--- config.mk ---
export PLATFORM = sky130hd
export DESIGN_NAME = adc_pkt_framer_flat
export DESIGN_NICKNAME = d
export VERILOG_FILES = /design/src/rtl/adc_pkt_pkg.sv /design/src/rtl/adc_pkt_framer_if.sv /design/src/rtl/pkt_sync_fifo.sv /design/src/rtl/adc_pkt_framer.sv /design/src/flat_wrapper.sv
export SDC_FILE = /design/constraint.sdc
export NUM_CORES = 1
export LEC_CHECK = 0
export BUFFER_PORTS_ARGS = -buffer_cell sky130_fd_sc_hd__buf_2
export CAP_MARGIN = 10
export CORE_MARGIN = 4
export CORE_UTILIZATION = 38
export CTS_BUF_LIST = sky130_fd_sc_hd__clkbuf_4
export DETAILED_ROUTE_END_ITERATION = 8
export HOLD_SLACK_MARGIN = 0.05
export SKIP_CTS_REPAIR_TIMING = 1
export SLEW_MARGIN = 20
export SYNTH_ARGS = -nofsm -noshare
export SYNTH_HDL_FRONTEND = slang
export SYNTH_SLANG_ARGS = --single-unit
--- constraint.sdc ---
create_clock -name clk -period 7.2 [get_ports clk]
set_input_delay 0.72 -clock clk [delete_from_list [all_inputs] [get_ports clk]]
set_output_delay 0.72 -clock clk [all_outputs]
set_load 0.01 [all_outputs]
--- src/rtl/adc_pkt_pkg.sv ---
// Shared types and constants for the ADC packet framer: widths, FSM states
// and the {tlast, tdata} entry stored in the output FIFO.
package adc_pkt_pkg;

  localparam int SAMPLE_WIDTH = 14;
  localparam int AXIS_WIDTH   = 32;
  localparam int HALF_WIDTH   = 16;

  typedef enum logic [1:0] {
    IDLE  = 2'd0,
    RUN   = 2'd1,
    DRAIN = 2'd2,
    DONE  = 2'd3
  } framer_state_t;

  typedef struct packed {
    logic                  tlast;
    logic [AXIS_WIDTH-1:0] tdata;
  } fifo_entry_t;

endpackage

--- src/rtl/adc_pkt_framer_if.sv ---
// AXI-Stream output bundle of the framer towards the DMA.
// Handshake: a word moves on a rising edge where tvalid & tready are both 1;
// tvalid never waits on tready, and tdata/tlast hold while tvalid & !tready.
interface adc_pkt_framer_if;
  import adc_pkt_pkg::*;

  logic [AXIS_WIDTH-1:0] tdata;
  logic                  tvalid;
  logic                  tlast;
  logic                  tready;

  modport master (output tdata, output tvalid, output tlast, input tready);
  modport slave  (input tdata, input tvalid, input tlast, output tready);
endinterface

--- src/rtl/pkt_sync_fifo.sv ---
// Single-clock first-word-fall-through FIFO with a registered head entry.
// Capacity is DEPTH entries counting the head; a write at full is accepted
// when the head is read in the same cycle.
module pkt_sync_fifo #(
  parameter int WIDTH = 33,
  parameter int DEPTH = 16
) (
  input  logic             clk,
  input  logic             rst_n,
  input  logic             wr_en_i,
  input  logic [WIDTH-1:0] wr_data_i,
  output logic             wr_accept_o,
  output logic             full_o,
  input  logic             rd_en_i,
  output logic [WIDTH-1:0] rd_data_o,
  output logic             rd_valid_o,
  output logic             empty_o
);

  localparam int AW = $clog2(DEPTH);

  logic [WIDTH-1:0] mem_q [DEPTH];
  logic [AW-1:0]    wptr_q, wptr_d;
  logic [AW-1:0]    rptr_q, rptr_d;
  logic [AW:0]      mem_cnt_q, mem_cnt_d;
  logic [WIDTH-1:0] head_q, head_d;
  logic             head_vld_q, head_vld_d;
  logic [AW:0]      total;
  logic             rd_fire;
  logic             load;

  always_comb begin
    total       = mem_cnt_q + {{AW{1'b0}}, head_vld_q};
    full_o      = (total == (AW+1)'(DEPTH));
    empty_o     = (total == '0);
    rd_fire     = head_vld_q & rd_en_i;
    wr_accept_o = wr_en_i & (~full_o | rd_fire);
    // Writes always land in the array; the head refills from it one edge later.
    load        = (mem_cnt_q != '0) & (~head_vld_q | rd_fire);

    head_d     = head_q;
    head_vld_d = head_vld_q;
    if (rd_fire) head_vld_d = 1'b0;
    if (load) begin
      head_d     = mem_q[rptr_q];
      head_vld_d = 1'b1;
    end
    rptr_d    = rptr_q + AW'(load);
    wptr_d    = wptr_q + AW'(wr_accept_o);
    mem_cnt_d = mem_cnt_q + (AW+1)'(wr_accept_o) - (AW+1)'(load);
  end

  always_ff @(posedge clk) begin
    if (wr_accept_o) mem_q[wptr_q] <= wr_data_i;
  end

  always_ff @(posedge clk or negedge rst_n) begin
    if (!rst_n) begin
      wptr_q     <= '0;
      rptr_q     <= '0;
      mem_cnt_q  <= '0;
      head_q     <= '0;
      head_vld_q <= 1'b0;
    end else begin
      wptr_q     <= wptr_d;
      rptr_q     <= rptr_d;
      mem_cnt_q  <= mem_cnt_d;
      head_q     <= head_d;
      head_vld_q <= head_vld_d;
    end
  end

  assign rd_data_o  = head_q;
  assign rd_valid_o = head_vld_q;

endmodule

--- src/rtl/adc_pkt_framer.sv ---
// Packs pairs of signed ADC samples into 32-bit words, frames them into
// PKT_WORDS-word packets with tlast and buffers them for the DMA stream.
module adc_pkt_framer
  import adc_pkt_pkg::*;
#(
  parameter int SAMPLE_WIDTH = adc_pkt_pkg::SAMPLE_WIDTH,
  parameter int PKT_WORDS    = 256,
  parameter int FIFO_DEPTH   = 16
) (
  input  logic                    clk,
  input  logic                    rst_n,
  input  logic                    enable_i,
  input  logic [15:0]             num_pkts_i,
  input  logic [SAMPLE_WIDTH-1:0] s_data_i,
  input  logic                    s_valid_i,
  adc_pkt_framer_if.master        m_axis,
  output logic                    busy_o,
  output logic                    done_o,
  output logic [15:0]             ovf_cnt_o,
  output framer_state_t           state_o
);

  localparam int WCW = $clog2(PKT_WORDS);
  localparam logic [WCW-1:0] LAST_WORD = WCW'(PKT_WORDS - 1);

  framer_state_t   state_q, state_d;
  logic [15:0]     num_pkts_q, num_pkts_d;
  logic [15:0]     pkt_cnt_q, pkt_cnt_d;
  logic [WCW-1:0]  word_cnt_q, word_cnt_d;
  logic            phase_q, phase_d;
  logic [HALF_WIDTH-1:0] low_q, low_d;
  logic            pend_q, pend_d;
  fifo_entry_t     pend_entry_q, pend_entry_d;
  logic [15:0]     ovf_cnt_q, ovf_cnt_d;

  logic [HALF_WIDTH-1:0] sample_ext;
  logic            fifo_wr_en;
  logic            fifo_wr_acc;
  logic            fifo_full;
  logic            fifo_empty;
  logic            fifo_vld;
  fifo_entry_t     fifo_head;

  assign sample_ext = {{(HALF_WIDTH-SAMPLE_WIDTH){s_data_i[SAMPLE_WIDTH-1]}}, s_data_i};

  always_comb begin
    state_d      = state_q;
    num_pkts_d   = num_pkts_q;
    pkt_cnt_d    = pkt_cnt_q;
    word_cnt_d   = word_cnt_q;
    phase_d      = phase_q;
    low_d        = low_q;
    pend_d       = pend_q;
    pend_entry_d = pend_entry_q;
    ovf_cnt_d    = ovf_cnt_q;
    fifo_wr_en   = 1'b0;

    case (state_q)
      IDLE: begin
        if (enable_i) begin
          state_d    = RUN;
          num_pkts_d = num_pkts_i;
          pkt_cnt_d  = '0;
          word_cnt_d = '0;
          ovf_cnt_d  = '0;
          phase_d    = 1'b0;
          pend_d     = 1'b0;
        end
      end

      RUN: begin
        // A completed pair waits one cycle in pend_* before it tries the FIFO.
        pend_d     = 1'b0;
        fifo_wr_en = pend_q;
        if (pend_q) begin
          if (fifo_wr_acc) begin
            if (pend_entry_q.tlast) begin
              word_cnt_d = '0;
              pkt_cnt_d  = pkt_cnt_q + 16'd1;
              if (((num_pkts_q != 16'd0) && (pkt_cnt_d == num_pkts_q)) || !enable_i)
                state_d = DRAIN;
            end else begin
              word_cnt_d = word_cnt_q + WCW'(1);
            end
          end else if (fifo_full && (ovf_cnt_q != 16'hFFFF)) begin
            ovf_cnt_d = ovf_cnt_q + 16'd1;
          end
        end

        if (!enable_i && !pend_q && (word_cnt_q == '0) && !phase_q) begin
          state_d = DRAIN;
        end else if (s_valid_i && (state_d == RUN)) begin
          phase_d = ~phase_q;
          if (!phase_q) begin
            low_d = sample_ext;
          end else begin
            pend_d             = 1'b1;
            pend_entry_d.tlast = (word_cnt_d == LAST_WORD);
            pend_entry_d.tdata = {sample_ext, low_q};
          end
        end
      end

      DRAIN: begin
        if (fifo_empty) state_d = DONE;
      end

      DONE: begin
        state_d = IDLE;
      end

      default: state_d = IDLE;
    endcase
  end

  always_ff @(posedge clk or negedge rst_n) begin
    if (!rst_n) begin
      state_q      <= IDLE;
      num_pkts_q   <= '0;
      pkt_cnt_q    <= '0;
      word_cnt_q   <= '0;
      phase_q      <= 1'b0;
      low_q        <= '0;
      pend_q       <= 1'b0;
      pend_entry_q <= '0;
      ovf_cnt_q    <= '0;
    end else begin
      state_q      <= state_d;
      num_pkts_q   <= num_pkts_d;
      pkt_cnt_q    <= pkt_cnt_d;
      word_cnt_q   <= word_cnt_d;
      phase_q      <= phase_d;
      low_q        <= low_d;
      pend_q       <= pend_d;
      pend_entry_q <= pend_entry_d;
      ovf_cnt_q    <= ovf_cnt_d;
    end
  end

  pkt_sync_fifo #(
    .WIDTH ($bits(fifo_entry_t)),
    .DEPTH (FIFO_DEPTH)
  ) u_fifo (
    .clk         (clk),
    .rst_n       (rst_n),
    .wr_en_i     (fifo_wr_en),
    .wr_data_i   (pend_entry_q),
    .wr_accept_o (fifo_wr_acc),
    .full_o      (fifo_full),
    .rd_en_i     (m_axis.tready),
    .rd_data_o   (fifo_head),
    .rd_valid_o  (fifo_vld),
    .empty_o     (fifo_empty)
  );

  assign m_axis.tdata  = fifo_head.tdata;
  assign m_axis.tlast  = fifo_head.tlast;
  assign m_axis.tvalid = fifo_vld;

  assign busy_o    = (state_q != IDLE);
  assign done_o    = (state_q == DONE);
  assign ovf_cnt_o = ovf_cnt_q;
  assign state_o   = state_q;

endmodule

--- src/flat_wrapper.sv ---
// flat-port wrapper written by rule: the top's interface ports become plain ports
module adc_pkt_framer_flat import adc_pkt_pkg::*;
#(
  parameter int SAMPLE_WIDTH = adc_pkt_pkg::SAMPLE_WIDTH,
  parameter int PKT_WORDS    = 256,
  parameter int FIFO_DEPTH   = 16
)
  (clk, rst_n, enable_i, num_pkts_i, s_data_i, s_valid_i, busy_o, done_o, ovf_cnt_o, state_o, m_axis_tdata, m_axis_tvalid, m_axis_tlast, m_axis_tready);
  adc_pkt_framer_if m_axis_i ();
  input  logic clk;
  input  logic rst_n;
  input  logic enable_i;
  input  logic [15:0] num_pkts_i;
  input  logic [SAMPLE_WIDTH-1:0] s_data_i;
  input  logic s_valid_i;
  output logic busy_o;
  output logic done_o;
  output logic [15:0] ovf_cnt_o;
  output framer_state_t state_o;
  output wire logic [$bits(m_axis_i.tdata)-1:0] m_axis_tdata;
  output wire logic [$bits(m_axis_i.tvalid)-1:0] m_axis_tvalid;
  output wire logic [$bits(m_axis_i.tlast)-1:0] m_axis_tlast;
  input wire logic [$bits(m_axis_i.tready)-1:0] m_axis_tready;
  assign m_axis_tdata = m_axis_i.tdata;
  assign m_axis_tvalid = m_axis_i.tvalid;
  assign m_axis_tlast = m_axis_i.tlast;
  assign m_axis_i.tready = m_axis_tready;
  adc_pkt_framer #(.SAMPLE_WIDTH(SAMPLE_WIDTH), .PKT_WORDS(PKT_WORDS), .FIFO_DEPTH(FIFO_DEPTH)) u_core (.clk(clk), .rst_n(rst_n), .enable_i(enable_i), .num_pkts_i(num_pkts_i), .s_data_i(s_data_i), .s_valid_i(s_valid_i), .m_axis(m_axis_i), .busy_o(busy_o), .done_o(done_o), .ovf_cnt_o(ovf_cnt_o), .state_o(state_o));
endmodule
==> impl_metrics.json <==
{
  "status": "finished clean",
  "wl_per_cell_um": 20.17,
  "comb_power_share": 0.246,
  "grt.overflow.total": 0,
  "cpPeakStageDelay_ps": 580,
  "arrival_ps": 3970,
  "synth.ff_latch_count": 610,
  "synth_edf_count": 464,
  "routabilityCongestion": 0.8001,
  "sequentialPowerShare": 0.475,
  "syn-mean-instance-area_um2": 16.12,
  "dpl_worst_slack_ps": 3724,
  "layout-drive-gt1-share": 0.2706,
  "grt_pass1_wl_um": 84790,
  "drt-total-wl_um": 55230,
  "crit_path_start_kind": "flop",
  "grt_pass1_vias": 14710,
  "final_util": 0.4439,
  "period_minus_slack_ps": 3421,
  "whs_ps": 118.4,
  "cp_max_fo": 26,
  "worst-path-stages": 8,
  "clk_pin_slew_worst_paths_ps": 60,
  "synth_top_family_by_area": "multiplexers",
  "maxSlewViolCount": 0,
  "setup_slack_ps": 3779,
  "powerDensity_mw_per_mm2": 370.1,
  "drv_cap": 0,
  "setup_viol": 0,
  "worst_slew_pin_slew_ps": 1122,
  "critPathMostFrequentCell": "buf_4",
  "numClockSinks": 610,
  "async_flop_share": 0.2393,
  "r2r-start": "u_core.state_o[0]",
  "fp.coreArea_mm2": 0.06481,
  "hold_depth": 2,
  "die_h_um": 264.5,
  "rr_worst_depth": 8,
  "synthesis.area_mm2": 0.02500,
  "num_io_pins": 89,
  "p_leak_nw": 10.78,
  "cts_tree": "built",
  "fmax_mhz": 292.3,
  "synth_mux_area_frac": 0.1237,
  "drtIter0Drc": 864,
  "p_switching_w": 0.003422,
  "skew_ps": 65.62,
  "post-route-period-util": 0.4751,
  "p_int_w": 0.007228,
  "worstPathRequired_ps": 7750,
  "die_w_um": 264.5,
  "critical_path.slowest_cell": "nor2b_1",
  "start_util": 0.3857,
  "synth_fa_ha_area_frac": 0.009809,
  "ys.flop_type": "edfxtp_1",
  "vias_per_cell": 5.203,
  "path_cells": "nor2b_1, and2_1, o21ai_1, buf_4, inv_1, nand3_1, nor3_2, buf_4",
  "yosys_warnings": 0,
  "yosys.cell_types.count": 72,
  "grt_max_degree": 135,
  "cts_max_level": 4,
  "drtPass1Iterations": 5,
  "p_clk_frac": 0.278,
  "p_sw_frac": 0.3213,
  "antenna_found_initial": 2,
  "antenna_left": 0,
  "dieArea_mm2": 0.06996,
  "crit_buf_inv": 3,
  "cts_root_buf": "clkbuf_4",
  "endpoint_kind": "flop",
  "track_usage": 0.1568,
  "final-hold-violation-count": 0,
  "timing.critical_path.from": "u_core.state_o[0]",
  "port_buffers": 88,
  "vias": 14245,
  "fin_nets": 1813,
  "cts_buffer_depth": 3,
  "hpwl_um": 30390,
  "worstSetupPathType": "flop to flop",
  "rows": 93,
  "ir_drop_mv": 0.3794,
  "setup_tns_ps": 0,
  "place_area_mm2": 0.02639,
  "drc": 0,
  "synth_cells": 1551,
  "cp_top_family": "simple AND/OR/NAND/NOR gates",
  "relSlewSlack": 0.2518,
  "rsz0062_at_grt": "false",
  "synthesis.nets": 1605,
  "worstHoldPathType": "input pin to flop",
  "synth_xor_area_frac": 0.01506,
  "synth_compound_area_frac": 0.06055,
  "hp-start": "s_data_i[9]",
  "fin_area_mm2": 0.02877,
  "yosysSeqAreaShare": 0.7034,
  "cts_buffers": 156,
  "clk_latency_ps": 970,
  "area_delta_synth_final_pct": 15.08,
  "yosys.area_share.simple": 0.06506
}
[layout make-up]
| class | instances | area [um2] |
|---|---|---|
| fill | 5752 | 36040 |
| sequential | 610 | 17590 |
| multi-input combinational | 826 | 6978 |
| clock buffer | 238 | 1787 |
| tap | 855 | 1070 |
| timing repair buffer | 139 | 994.7 |
| clock inverter | 42 | 247.7 |
| inverter | 26 | 97.59 |
| antenna | 2 | 5.005 |
[power groups by stage]
| stage | clock [W] | combinational (W) | sequential, W |
|---|---|---|---|
| global route | 0.00327 | 0.00289 | 0.00514 |
| floorplan | 0 | 0.00204 | 0.00486 |
| detailed placement | 0 | 0.00266 | 0.00514 |
| finish | 0.00297 | 0.00262 | 0.00506 |
| global placement | 0 | 0.00262 | 0.00511 |
| CTS | 0.00308 | 0.00267 | 0.00507 |
[synth_stat cells (11+ instances only)]
| library cell | number | area, um2 |
|---|---|---|
| inv_1 | 26 | 97.59 |
| mux2i_1 | 117 | 1171 |
| mux2_4 | 38 | 570.6 |
| mux4_2 | 58 | 1306 |
| ha_1 | 18 | 225.2 |
| o21ai_0 | 69 | 345.3 |
| nor2_1 | 46 | 172.7 |
| nor3_1 | 15 | 75.07 |
| o221ai_1 | 88 | 770.7 |
| a21oi_1 | 17 | 85.08 |
| dfrtp_1 | 146 | 3654 |
| xnor2_1 | 31 | 271.5 |
| edfxtp_1 | 464 | 13930 |
| xor2_1 | 12 | 105.1 |
| nand3_1 | 22 | 110.1 |
| nand4_1 | 11 | 68.82 |
| nand2_1 | 173 | 649.4 |
| buf_1 | 18 | 67.56 |
| clkbuf_1 | 51 | 191.4 |
[metal layers]
layer,GRT usage,up-vias,wire length [um]
met5,0,-,0
met4,0.06411,0,854
met3,0.04102,62,3375
met2,0.2370,420,25730
met1,0.2173,7213,25270
li1,-,6550,-
[worst register-to-register path, cell delays in order (launching register included)]
cell and delay [ps]:
dfrtp_1 460, nor2b_1 580, and2_1 260, o21ai_1 100, buf_4 230, inv_1 130
nand3_1 310, nor3_2 410, buf_4 540
[per-stage QoR]
stage,std cells,total power [W]
final,2738,0.01065
after detailed placement,2425,0.007801
after floorplan,1551,0.006891
after global routing,2738,0.01131
after global placement,2423,0.007727
after CTS,2705,0.01082
[cell families after synthesis]
| kind of cell | after synthesis |
|---|---|
| simple gates | 335 |
| fa+ha+maj | 19 |
| flops | 610 |
| compound gates | 212 |
| xor+xnor | 43 |
| mux | 217 |
| buf+inv | 115 |
[cells in the final DEF (no fill, tap or decap), types with 17 or more instances in the layout]
master           n
clkbuf_4       238
ha_1            18
xnor2_1         31
buf_2           87
mux2_4          38
dfrtp_1        143
a21oi_1         17
mux2i_1        117
o21ai_0         69
buf_4           17
edfxtp_1       464
nor2_1          34
dlygate4sd3_1   29
nand3_1         22
clkinv_1        26
mux4_2          58
inv_1           26
o221ai_1        88
nand2_1        171
[worst paths after layout]
kind	to	slack, ps
worst max-delay path	u_core.u_fifo.mem_q[9][22]	3780
worst min-delay path	u_core.low_q[9]	120
worst max register to register	u_core.u_fifo.mem_q[9][22]	3780
worst min register to register	u_core.u_fifo.rd_data_o[32]	470
max in group asynchronous	u_core.u_fifo.rptr_q[0]	5270
min in group asynchronous	u_core.pkt_cnt_q[10]	380
[state kept, by name, indices dropped and copies added, names as in the netlist, named ones only]
register,flops
u_core.low_q,14
u_core.num_pkts_q,16
u_core.ovf_cnt_o,16
u_core.pend_entry_q,29
u_core.pend_q,1
u_core.phase_q,1
u_core.pkt_cnt_q,16
u_core.state_o,1
u_core.u_fifo.mem_cnt_q,5
u_core.u_fifo.mem_q,464
u_core.u_fifo.rd_data_o,29
u_core.u_fifo.rd_valid_o,1
u_core.u_fifo.rptr_q,4
u_core.u_fifo.wptr_q,4
u_core.word_cnt_q,8
(Power assumes the default switching activity.)
